==> src/rtl/pipelined_barrel_shifter_if.sv <==
`default_nettype none
// ============================================================================
// Module      : pipelined_barrel_shifter_if
// Description : Valid/ready operation stream into the barrel shifter and the
//               result stream out of it. The shifter connects as slave and the
//               traffic source/sink as master.
// Revision    : 1.0 - initial release
// ============================================================================
interface pipelined_barrel_shifter_if #(
    parameter int WIDTH = 8,
    parameter int TAG_W = 4
);
    localparam int SA_W = $clog2(WIDTH);

    // Operation side
    logic             in_valid;
    logic             in_ready;
    logic [WIDTH-1:0] in_data;
    logic [SA_W-1:0]  in_shamt;
    logic [1:0]       in_mode;
    logic [TAG_W-1:0] in_tag;

    // Result side
    logic             out_valid;
    logic             out_ready;
    logic [WIDTH-1:0] out_data;
    logic             out_sticky;
    logic [TAG_W-1:0] out_tag;

    modport slave (
        input  in_valid, in_data, in_shamt, in_mode, in_tag, out_ready,
        output in_ready, out_valid, out_data, out_sticky, out_tag
    );

    modport master (
        output in_valid, in_data, in_shamt, in_mode, in_tag, out_ready,
        input  in_ready, out_valid, out_data, out_sticky, out_tag
    );
endinterface
`default_nettype wire

==> src/rtl/pipelined_barrel_shifter.sv <==
`default_nettype none
// ============================================================================
// Module      : pipelined_barrel_shifter
// Description : log2(WIDTH)-stage barrel shifter. Stage k shifts by 2^k when
//               bit k of the shift amount is set. Supports logical/arithmetic
//               right shift (with sticky of discarded bits) and rotate
//               right/left. The whole pipe advances together under a single
//               enable derived from the output handshake.
// Revision    : 1.0 - initial release
// ============================================================================
module pipelined_barrel_shifter #(
    parameter int WIDTH = 8,
    parameter int TAG_W = 4
) (
    input  logic                      clk,
    input  logic                      rst_n,
    pipelined_barrel_shifter_if.slave bus
);
    localparam int SA_W = $clog2(WIDTH);

    localparam logic [1:0] C_MODE_LSR = 2'b00;
    localparam logic [1:0] C_MODE_ASR = 2'b01;
    localparam logic [1:0] C_MODE_ROR = 2'b10;

    // Per-stage registered state; index SA_W-1 is the output stage.
    logic             r_valid  [SA_W];
    logic [WIDTH-1:0] r_data   [SA_W];
    logic             r_sticky [SA_W];
    logic [1:0]       r_mode   [SA_W];
    logic [TAG_W-1:0] r_tag    [SA_W];
    // Shift-amount bits still to be applied; bit 0 always belongs to the
    // next stage.
    logic [SA_W-1:0]  r_shamt  [SA_W];

    // What each stage sees at its input, and what it will register.
    logic             w_src_valid  [SA_W];
    logic [WIDTH-1:0] w_src_data   [SA_W];
    logic             w_src_sticky [SA_W];
    logic [1:0]       w_src_mode   [SA_W];
    logic [TAG_W-1:0] w_src_tag    [SA_W];
    logic [SA_W-1:0]  w_src_shamt  [SA_W];
    logic [WIDTH-1:0] w_nxt_data   [SA_W];
    logic             w_nxt_sticky [SA_W];

    logic             w_adv;

    // Shift/rotate by a fixed amount. Arithmetic shifts compose across
    // stages because each one replicates the current MSB, which stays equal
    // to the original sign bit.
    function automatic logic [WIDTH-1:0] f_shift(
        input logic [WIDTH-1:0] d,
        input logic [1:0]       m,
        input int unsigned      sh
    );
        case (m)
            C_MODE_LSR: f_shift = d >> sh;
            C_MODE_ASR: f_shift = $unsigned($signed(d) >>> sh);
            C_MODE_ROR: f_shift = (d >> sh) | (d << (WIDTH - sh));
            default:    f_shift = (d << sh) | (d >> (WIDTH - sh));
        endcase
    endfunction

    // Any 1 among the low sh bits that a right shift drops; rotates lose
    // nothing.
    function automatic logic f_lost(
        input logic [WIDTH-1:0] d,
        input logic [1:0]       m,
        input int unsigned      sh
    );
        logic [WIDTH-1:0] mask;
        mask   = ~({WIDTH{1'b1}} << sh);
        f_lost = !m[1] && (|(d & mask));
    endfunction

    // The pipe moves only when the output slot is empty or being drained.
    assign w_adv        = !r_valid[SA_W-1] || bus.out_ready;
    assign bus.in_ready = w_adv;

    for (genvar k = 0; k < SA_W; k++) begin : g_stage
        localparam int unsigned SH = 1 << k;

        if (k == 0) begin : g_head
            assign w_src_valid[k]  = bus.in_valid;
            assign w_src_data[k]   = bus.in_data;
            assign w_src_sticky[k] = 1'b0;
            assign w_src_mode[k]   = bus.in_mode;
            assign w_src_tag[k]    = bus.in_tag;
            assign w_src_shamt[k]  = bus.in_shamt;
        end else begin : g_body
            assign w_src_valid[k]  = r_valid[k-1];
            assign w_src_data[k]   = r_data[k-1];
            assign w_src_sticky[k] = r_sticky[k-1];
            assign w_src_mode[k]   = r_mode[k-1];
            assign w_src_tag[k]    = r_tag[k-1];
            assign w_src_shamt[k]  = r_shamt[k-1];
        end

        assign w_nxt_data[k]   = w_src_shamt[k][0]
                               ? f_shift(w_src_data[k], w_src_mode[k], SH)
                               : w_src_data[k];
        assign w_nxt_sticky[k] = w_src_sticky[k]
                               | (w_src_shamt[k][0]
                                  & f_lost(w_src_data[k], w_src_mode[k], SH));
    end

    // Advance every stage together on w_adv; a missing input becomes a bubble.
    always_ff @(posedge clk or negedge rst_n) begin
        if (!rst_n) begin
            for (int k = 0; k < SA_W; k++) begin
                r_valid[k]  <= 1'b0;
                r_data[k]   <= '0;
                r_sticky[k] <= 1'b0;
                r_mode[k]   <= '0;
                r_tag[k]    <= '0;
                r_shamt[k]  <= '0;
            end
        end else if (w_adv) begin
            for (int k = 0; k < SA_W; k++) begin
                r_valid[k]  <= w_src_valid[k];
                r_data[k]   <= w_nxt_data[k];
                r_sticky[k] <= w_nxt_sticky[k];
                r_mode[k]   <= w_src_mode[k];
                r_tag[k]    <= w_src_tag[k];
                r_shamt[k]  <= w_src_shamt[k] >> 1;
            end
        end
    end

    assign bus.out_valid  = r_valid[SA_W-1];
    assign bus.out_data   = r_data[SA_W-1];
    assign bus.out_sticky = r_sticky[SA_W-1];
    assign bus.out_tag    = r_tag[SA_W-1];

endmodule
`default_nettype wire

==> src/flat_wrapper.sv <==
// flat-port wrapper written by rule: the top's interface ports become plain ports
module pipelined_barrel_shifter_flat 
#(
    parameter int WIDTH = 8,
    parameter int TAG_W = 4
)
  (clk, rst_n, bus_in_valid, bus_in_data, bus_in_shamt, bus_in_mode, bus_in_tag, bus_out_ready, bus_in_ready, bus_out_valid, bus_out_data, bus_out_sticky, bus_out_tag);
  pipelined_barrel_shifter_if #(.WIDTH(WIDTH), .TAG_W(TAG_W)) bus_i ();
  input  logic clk;
  input  logic rst_n;
  input wire logic [$bits(bus_i.in_valid)-1:0] bus_in_valid;
  input wire logic [$bits(bus_i.in_data)-1:0] bus_in_data;
  input wire logic [$bits(bus_i.in_shamt)-1:0] bus_in_shamt;
  input wire logic [$bits(bus_i.in_mode)-1:0] bus_in_mode;
  input wire logic [$bits(bus_i.in_tag)-1:0] bus_in_tag;
  input wire logic [$bits(bus_i.out_ready)-1:0] bus_out_ready;
  output wire logic [$bits(bus_i.in_ready)-1:0] bus_in_ready;
  output wire logic [$bits(bus_i.out_valid)-1:0] bus_out_valid;
  output wire logic [$bits(bus_i.out_data)-1:0] bus_out_data;
  output wire logic [$bits(bus_i.out_sticky)-1:0] bus_out_sticky;
  output wire logic [$bits(bus_i.out_tag)-1:0] bus_out_tag;
  assign bus_i.in_valid = bus_in_valid;
  assign bus_i.in_data = bus_in_data;
  assign bus_i.in_shamt = bus_in_shamt;
  assign bus_i.in_mode = bus_in_mode;
  assign bus_i.in_tag = bus_in_tag;
  assign bus_i.out_ready = bus_out_ready;
  assign bus_in_ready = bus_i.in_ready;
  assign bus_out_valid = bus_i.out_valid;
  assign bus_out_data = bus_i.out_data;
  assign bus_out_sticky = bus_i.out_sticky;
  assign bus_out_tag = bus_i.out_tag;
  pipelined_barrel_shifter #(.WIDTH(WIDTH), .TAG_W(TAG_W)) u_core (.clk(clk), .rst_n(rst_n), .bus(bus_i));
endmodule
==> config.mk <==
export PLATFORM = sky130hd
export DESIGN_NAME = pipelined_barrel_shifter_flat
export DESIGN_NICKNAME = d
export VERILOG_FILES = /design/src/rtl/pipelined_barrel_shifter_if.sv /design/src/rtl/pipelined_barrel_shifter.sv /design/src/flat_wrapper.sv
export SDC_FILE = /design/constraint.sdc
export NUM_CORES = 1
export LEC_CHECK = 0
export ABC_AREA = 0
export BUFFER_PORTS_ARGS = -buffer_cell sky130_fd_sc_hd__clkbuf_2
export CELL_PAD_IN_SITES_DETAIL_PLACEMENT = 0
export CELL_PAD_IN_SITES_GLOBAL_PLACEMENT = 1
export CORE_MARGIN = 2
export CORE_UTILIZATION = 45
export CTS_CLUSTER_DIAMETER = 120
export DETAILED_ROUTE_END_ITERATION = 6
export HOLD_SLACK_MARGIN = 0.03
export PLACE_DENSITY = 0.93
export SLEW_MARGIN = 20
export SYNTH_ARGS = -nofsm -noshare
export SYNTH_HDL_FRONTEND = slang
export SYNTH_SLANG_ARGS = --single-unit
==> constraint.sdc <==
create_clock -name clk -period 1.9 [get_ports clk]
set_clock_uncertainty 0.1 [all_clocks]
set_input_delay 0.475 -clock clk [delete_from_list [all_inputs] [get_ports clk]]
set_output_delay 0.475 -clock clk [all_outputs]
set_load 0.05 [all_outputs]
==> results.sh, run 1 <==
export IMPL_status="complete, no violations"
export IMPL_fin_crit_ns=1.76
export IMPL_crit_slowest_cell="dfrtp_2"
export IMPL_numCtsBuffers=5
export IMPL_wl_mm=4.22
export IMPL_clockPowerShare=0.152
export IMPL_tritoncts="built"
export IMPL_clk_pin_slew_worst_paths_ns=0.09
export IMPL_clock_sinks=49
export IMPL_wl_per_cell_um=11.7
export IMPL_grt_use_total=0.158
export IMPL_syn_to_final_growth_pct=10.1
export IMPL_path_class="reg -> out"
export IMPL_final_hold_viol_count=0
export IMPL_rsz0062_at_grt="false"
export IMPL_first_pass_iters=5
export IMPL_synth_edf_count=0
export IMPL_power_density_mw_per_mm2=1480
export IMPL_drv_cap=0
export IMPL_reg2reg_slack_ns=0.44
export IMPL_setup_violations=0
export IMPL_seq_area_frac_synth=0.517
export IMPL_core_area_mm2=0.00511
export IMPL_die_w_um=76.6
export IMPL_grt_max_degree=49
export IMPL_async_reset_ff_frac=1.00
export IMPL_yosysMostFrequentCell="nand2_1"
export IMPL_worst_pin_slew_ns=0.445
export IMPL_dieArea_mm2=0.00587
export IMPL_hpwl_mm=3.08
export IMPL_ant_nets=0
export IMPL_switching_share=0.441
export IMPL_cp_data_arrival_time_ns=1.18
export IMPL_synth_nets=291
export IMPL_critPathRequiredTime_ns=1.32
export IMPL_diodes=0
export IMPL_num_vias=1792
export IMPL_drcViolationCount=0
export IMPL_crit_path_end_kind="output port"
export IMPL_synth_ff_type="dfrtp_1"
export IMPL_timing_rr_start="u_core.bus.out_valid"
export IMPL_io_pins=36
export IMPL_synth_area_leader_cell="dfrtp_1"
export IMPL_post_cts_resized=0
export IMPL_worstRegToRegCells=5
export IMPL_clk_latency_ns=0.30
export IMPL_sequentialPowerShare=0.457
export IMPL_max_freq_mhz=569
export IMPL_antenna_found_initial=0
export IMPL_fp_dieH_um=76.6
export IMPL_netlist_area_mm2=0.00237
export IMPL_portBuffers=35
export IMPL_critical_path_cell_chain="nor2b_2 > clkinv_1 > clkbuf_2"
export IMPL_grt_pass1_wl_mm=7.66
export IMPL_synthCells=270
export IMPL_whs_path_depth=3
export IMPL_hold_path_class="in -> reg"
export IMPL_htreeDepth=2
export IMPL_rows=26
export IMPL_cts_max_path_buffers=2
export IMPL_whs_ns=0.266
export IMPL_drt_iter0_drc=133
export IMPL_synth_area_leaders="dfrtp_1 (52%), nand2_1 (13%), o21ai_0 (7.8%)"
export IMPL_setup_tns_ns=0
export IMPL_yosys_warnings=0
export IMPL_drive_gt1_frac=0.169
export IMPL_start_util=0.464
export IMPL_ys_seq_elements=49
export IMPL_grt_pass1_vias=1685
export IMPL_crit_path_max_incr_delay_ns=0.40
export IMPL_synth_avg_cell_area_um2=8.79
export IMPL_vias_per_cell=4.98
export IMPL_r2r_end="u_core.r_data[14]"
export IMPL_synth_top_area_share=0.517
export IMPL_cts_root_buf="clkbuf_8"
export IMPL_finalWeightedCongestion=0.774
export IMPL_leakage_nw=1.26
export IMPL_power_internal_w=0.00216
export IMPL_finalMaxSlewViolations=0
export IMPL_synth_distinct_cells=28
export IMPL_ir_drop_mv=0.539
export IMPL_power_frac_comb=0.391
export IMPL_fin_crit_sh=0.924
export IMPL_worstSetupStartpointType="flop"
export IMPL_p_switching_w=0.00170
export IMPL_grt_ovfl_total=0
export IMPL_worstSetupEndpoint="bus_in_ready"
export IMPL_layout_nets=310
export IMPL_maxSlewHeadroom=0.703
export IMPL_cp_max_fo=3
export IMPL_synth_commonest_cells="nand2_1 (84), dfrtp_1 (49), o21ai_0 (37)"
export IMPL_critPathLaunch="u_core.bus.out_valid"
kinds of logic after synthesis:
logic type / share of synthesized area
flip-flops: 0.517
AND/OR/NAND/NOR: 0.200
buffers and inverters: 0.0807
AO/OA/AOI/OAI: 0.172
multiplexers: 0.0301
metal layers:
layer  wire (um)  vias up  track usage
met1        1940      810        0.205
met2        2100       35        0.264
met4          21        0       0.0436
met5           0        -            0
met3         157        2       0.0391
li1            -      945            -
worst max-delay path: cells and delay by family, from the launching register on:
family / cells / cell delay [ns]
simple gates: 1 / 0.16
buf+inv: 2 / 0.33
flops: 1 / 0.40
flip-flops by register name, summed over array words and instances (netlist names):
register / cells
u_core.r_valid: 2
u_core.r_tag: 8
u_core.r_mode: 4
u_core.bus.out_tag: 4
u_core.r_data: 16
u_core.r_shamt: 3
u_core.bus.out_sticky: 1
u_core.bus.out_valid: 1
u_core.r_sticky: 2
u_core.bus.out_data: 8
through the flow:
step | utilization | total power, W | worst slack (ns) | cell area [um2] | cells
global placement | 0.493 | 0.00328 | 0.313 | 2520 | 351
CTS | 0.511 | 0.00392 | 0.125 | 2610 | 360
finish | 0.511 | 0.00387 | 0.144 | 2610 | 360
global route | 0.511 | 0.00418 | 0.0733 | 2610 | 360
floorplan | - | 0.00313 | 0.137 | 2370 | 270
detailed placement | 0.493 | 0.00332 | 0.289 | 2520 | 351
cell usage in the layout, fill, tap and decap left out, drive strengths merged, types with 3 or more instances in the layout:
master | Yosys | routed
a211oi | 13 | 13
a221oi | 3 | 3
and3 | 13 | 13
buf | 23 | 5
clkbuf | 6 | 42
dfrtp | 49 | 49
inv | 5 | 5
mux2i | 6 | 6
nand2 | 84 | 84
nor2 | 3 | 3
nor2b | 5 | 5
o21ai | 44 | 44
area by class of cell:
cell class	instances	area, um2
Clock inverter	1	7.51
Tap cell	70	87.6
Clock buffer	7	76.3
Sequential cell	49	1230
Multi-Input combinational cell	186	955
Inverter	6	22.5
Fill cell	529	2500
Timing Repair Buffer	41	235
timing repair:
item	CTS	global route
hold buffers	1	0
hold endpoints to repair	14	0
setup buffers	0	0
setup endpoints to repair	0	0
how the worst min path moves through the flow:
| stage | slack, ns | start | to |
|---|---|---|---|
| after global placement | 0.32 | rst_n | u_core.r_tag[9] |
| after detailed placement | 0.32 | rst_n | u_core.r_tag[9] |
| after floorplan | 0.08 | rst_n | u_core.bus.out_data[0] |
| after CTS | 0.26 | bus_in_tag[1] | u_core.r_tag[9] |
| after global routing | 0.26 | bus_in_valid | u_core.r_valid[2] |
| final | 0.27 | bus_in_tag[1] | u_core.r_tag[9] |
power groups by stage:
stage | clock network, W | logic (W) | registers [W]
floorplan | 0 | 0.00140 | 0.00173
global placement | 0 | 0.00151 | 0.00177
CTS | 0.000613 | 0.00153 | 0.00177
detailed placement | 0 | 0.00153 | 0.00179
global route | 0.000663 | 0.00168 | 0.00184
finish | 0.000587 | 0.00151 | 0.00176
Power figures use the tool's default switching activity.
==> inputs of run 2 (changes only) <==
- clock period: 1.9 -> 2.2 ns (I/O delays scaled with it)
==> run 2 against run 1 <==
Compared with the run above: hold slack got worse by 0.057 ns; cell area fell by 1.1%; sequential power fell by 13%; largest power group unchanged.
==> results.sh, run 2 (same netlist as run 1, synthesis figures left out) <==
export IMPL_status="complete, no violations"
export IMPL_rsz0062_at_grt="false"
export IMPL_critical_path_cell_chain="nor2b_4 > clkinv_1 > clkbuf_2"
export IMPL_wl_per_cell_um=11.8
export IMPL_r2r_end="u_core.r_data[15]"
export IMPL_worst_pin_slew_ns=0.584
export IMPL_start_util=0.464
export IMPL_die_w_um=76.6
export IMPL_io_pins=36
export IMPL_whs_ns=0.209
export IMPL_p_switching_w=0.00148
export IMPL_drive_gt1_frac=0.164
export IMPL_fin_crit_ns=1.77
export IMPL_final_hold_viol_count=0
export IMPL_num_vias=1822
export IMPL_hpwl_mm=2.92
export IMPL_cts_max_path_buffers=2
export IMPL_grt_pass1_vias=1701
export IMPL_syn_to_final_growth_pct=8.91
export IMPL_final_common_cell="nand2_1"
export IMPL_crit_path_end_kind="output port"
export IMPL_wl_mm=4.20
export IMPL_fin_ws_ns=0.426
export IMPL_switching_share=0.441
export IMPL_grt_max_degree=52
export IMPL_sequentialPowerShare=0.454
export IMPL_crit_slowest_cell="dfrtp_1"
export IMPL_dieArea_mm2=0.00587
export IMPL_clock_sinks=49
export IMPL_fillers=496
export IMPL_leakage_nw=1.26
export IMPL_worstRegToRegCells=5
export IMPL_finalWeightedCongestion=0.808
export IMPL_cts_root_buf="clkbuf_8"
export IMPL_path_class="reg -> out"
export IMPL_clockPowerShare=0.158
export IMPL_cts_hold_buffers=0
export IMPL_power_internal_w=0.00188
export IMPL_antenna_found_initial=0
export IMPL_setup_tns_ns=0
export IMPL_cp_num_buf_inv=2
export IMPL_tritoncts="built"
export IMPL_fp_dieH_um=76.6
export IMPL_cp_top_family="flip-flops"
export IMPL_grt_pass1_wl_mm=7.47
export IMPL_first_pass_iters=4
export IMPL_reg2reg_slack_ns=0.68
export IMPL_diodes=0
export IMPL_grt_use_total=0.156
export IMPL_final_cell_mix="nand2_1 (84), dfrtp_1 (49), o21ai_0 (37), clkbuf_2 (35)"
export IMPL_drv_cap=0
export IMPL_power_density_mw_per_mm2=1300
export IMPL_setup_violations=0
export IMPL_rows=26
export IMPL_post_cts_resized=0
export IMPL_power_frac_comb=0.387
export IMPL_placed_cell_area_mm2=0.00249
export IMPL_largest_reg_flops=16
export IMPL_top_register="u_core.r_data"
export IMPL_htreeDepth=2
export IMPL_post_cts_buffers=0
export IMPL_critPathRequiredTime_ns=1.55
export IMPL_fin_area_mm2=0.00258
export IMPL_post_place_ws_ns=0.482
export IMPL_grt_ovfl_total=0
export IMPL_hold_path_class="in -> async"
export IMPL_drt_iter0_drc=103
export IMPL_portBuffers=35
export IMPL_finalMaxSlewViolations=0
export IMPL_clk_latency_ns=0.30
export IMPL_maxSlewHeadroom=0.611
export IMPL_clk_pin_slew_worst_paths_ns=0.09
export IMPL_ant_nets=0
export IMPL_timing_rr_start="u_core.bus.out_valid"
export IMPL_layout_nets=307
export IMPL_cp_data_arrival_time_ns=1.12
export IMPL_vias_per_cell=5.12
export IMPL_numCtsBuffers=5
export IMPL_ir_drop_mv=0.474
export IMPL_crit_path_max_incr_delay_ns=0.39
export IMPL_max_freq_mhz=564
export IMPL_fin_crit_sh=0.807
export IMPL_worstSetupStartpointType="flop"
export IMPL_drcViolationCount=0
export IMPL_core_area_mm2=0.00511
export IMPL_cp_max_fo=2
-- run 2: changes by cell type in the layout (fill, tap and decap cells not counted) --
cell,previous run,this run
clkbuf_1,2,0
buf_12,1,0
buf_4,4,3
clkbuf_8,5,6
dfrtp_1,48,49
dfrtp_2,1,0
dlygate4sd3_1,1,0
nor2b_2,1,0
nor2b_4,0,1
-- run 2: routing by layer --
metal / part of all wire / GRT usage
met3: 0.037 / 0.0415
met4: 0.013 / 0.0618
met5: 0 / 0
met1: 0.48 / 0.192
met2: 0.47 / 0.262
-- run 2: cell type report --
cell class / count / area [um2] / area share
inverters: 6 / 22.5 / 0.00872
flip-flops and latches: 49 / 1230 / 0.475
repair buffers: 38 / 198 / 0.0765
clock inverters: 1 / 7.51 / 0.00291
multi-input cells: 186 / 960 / 0.371
clock buffers: 6 / 82.6 / 0.0320
well taps: 70 / 87.6 / 0.0339
-- run 2: through the flow --
stage | instances | total power [W] | util
global route | 356 | 0.00362 | 0.506
global placement | 349 | 0.00283 | 0.488
CTS | 356 | 0.00340 | 0.506
detailed placement | 349 | 0.00287 | 0.488
floorplan | 270 | 0.00270 | -
finish | 356 | 0.00337 | 0.506
-- run 2: power groups by stage --
stage	sequential, W	combinational, W	clock, W
after global placement	0.00153	0.00130	0
final	0.00153	0.00130	0.000533
after CTS	0.00153	0.00132	0.000549
after detailed placement	0.00155	0.00132	0
after floorplan	0.00149	0.00121	0
after global routing	0.00159	0.00144	0.000583
-- run 2: worst max-delay path by stage --
stage | startpoint | to | slack (ns) | cells after the start
CTS | u_core.bus.out_valid | bus_in_ready | 0.41 | 3
floorplan | u_core.bus.out_valid | bus_in_ready | 0.04 | 3
global route | u_core.bus.out_valid | bus_in_ready | 0.35 | 3
detailed placement | bus_out_ready | bus_in_ready | 0.48 | 4
global placement | bus_out_ready | bus_in_ready | 0.49 | 4
finish | u_core.bus.out_valid | bus_in_ready | 0.43 | 3
-- run 2: worst register-to-register path, cell delays in order (launching register included) --
cell,delay (ns)
dfrtp_1,0.39
nor2b_4,0.13
clkinv_1,0.05
buf_4,0.38
o211ai_1,0.20
a2bb2oi_1,0.17
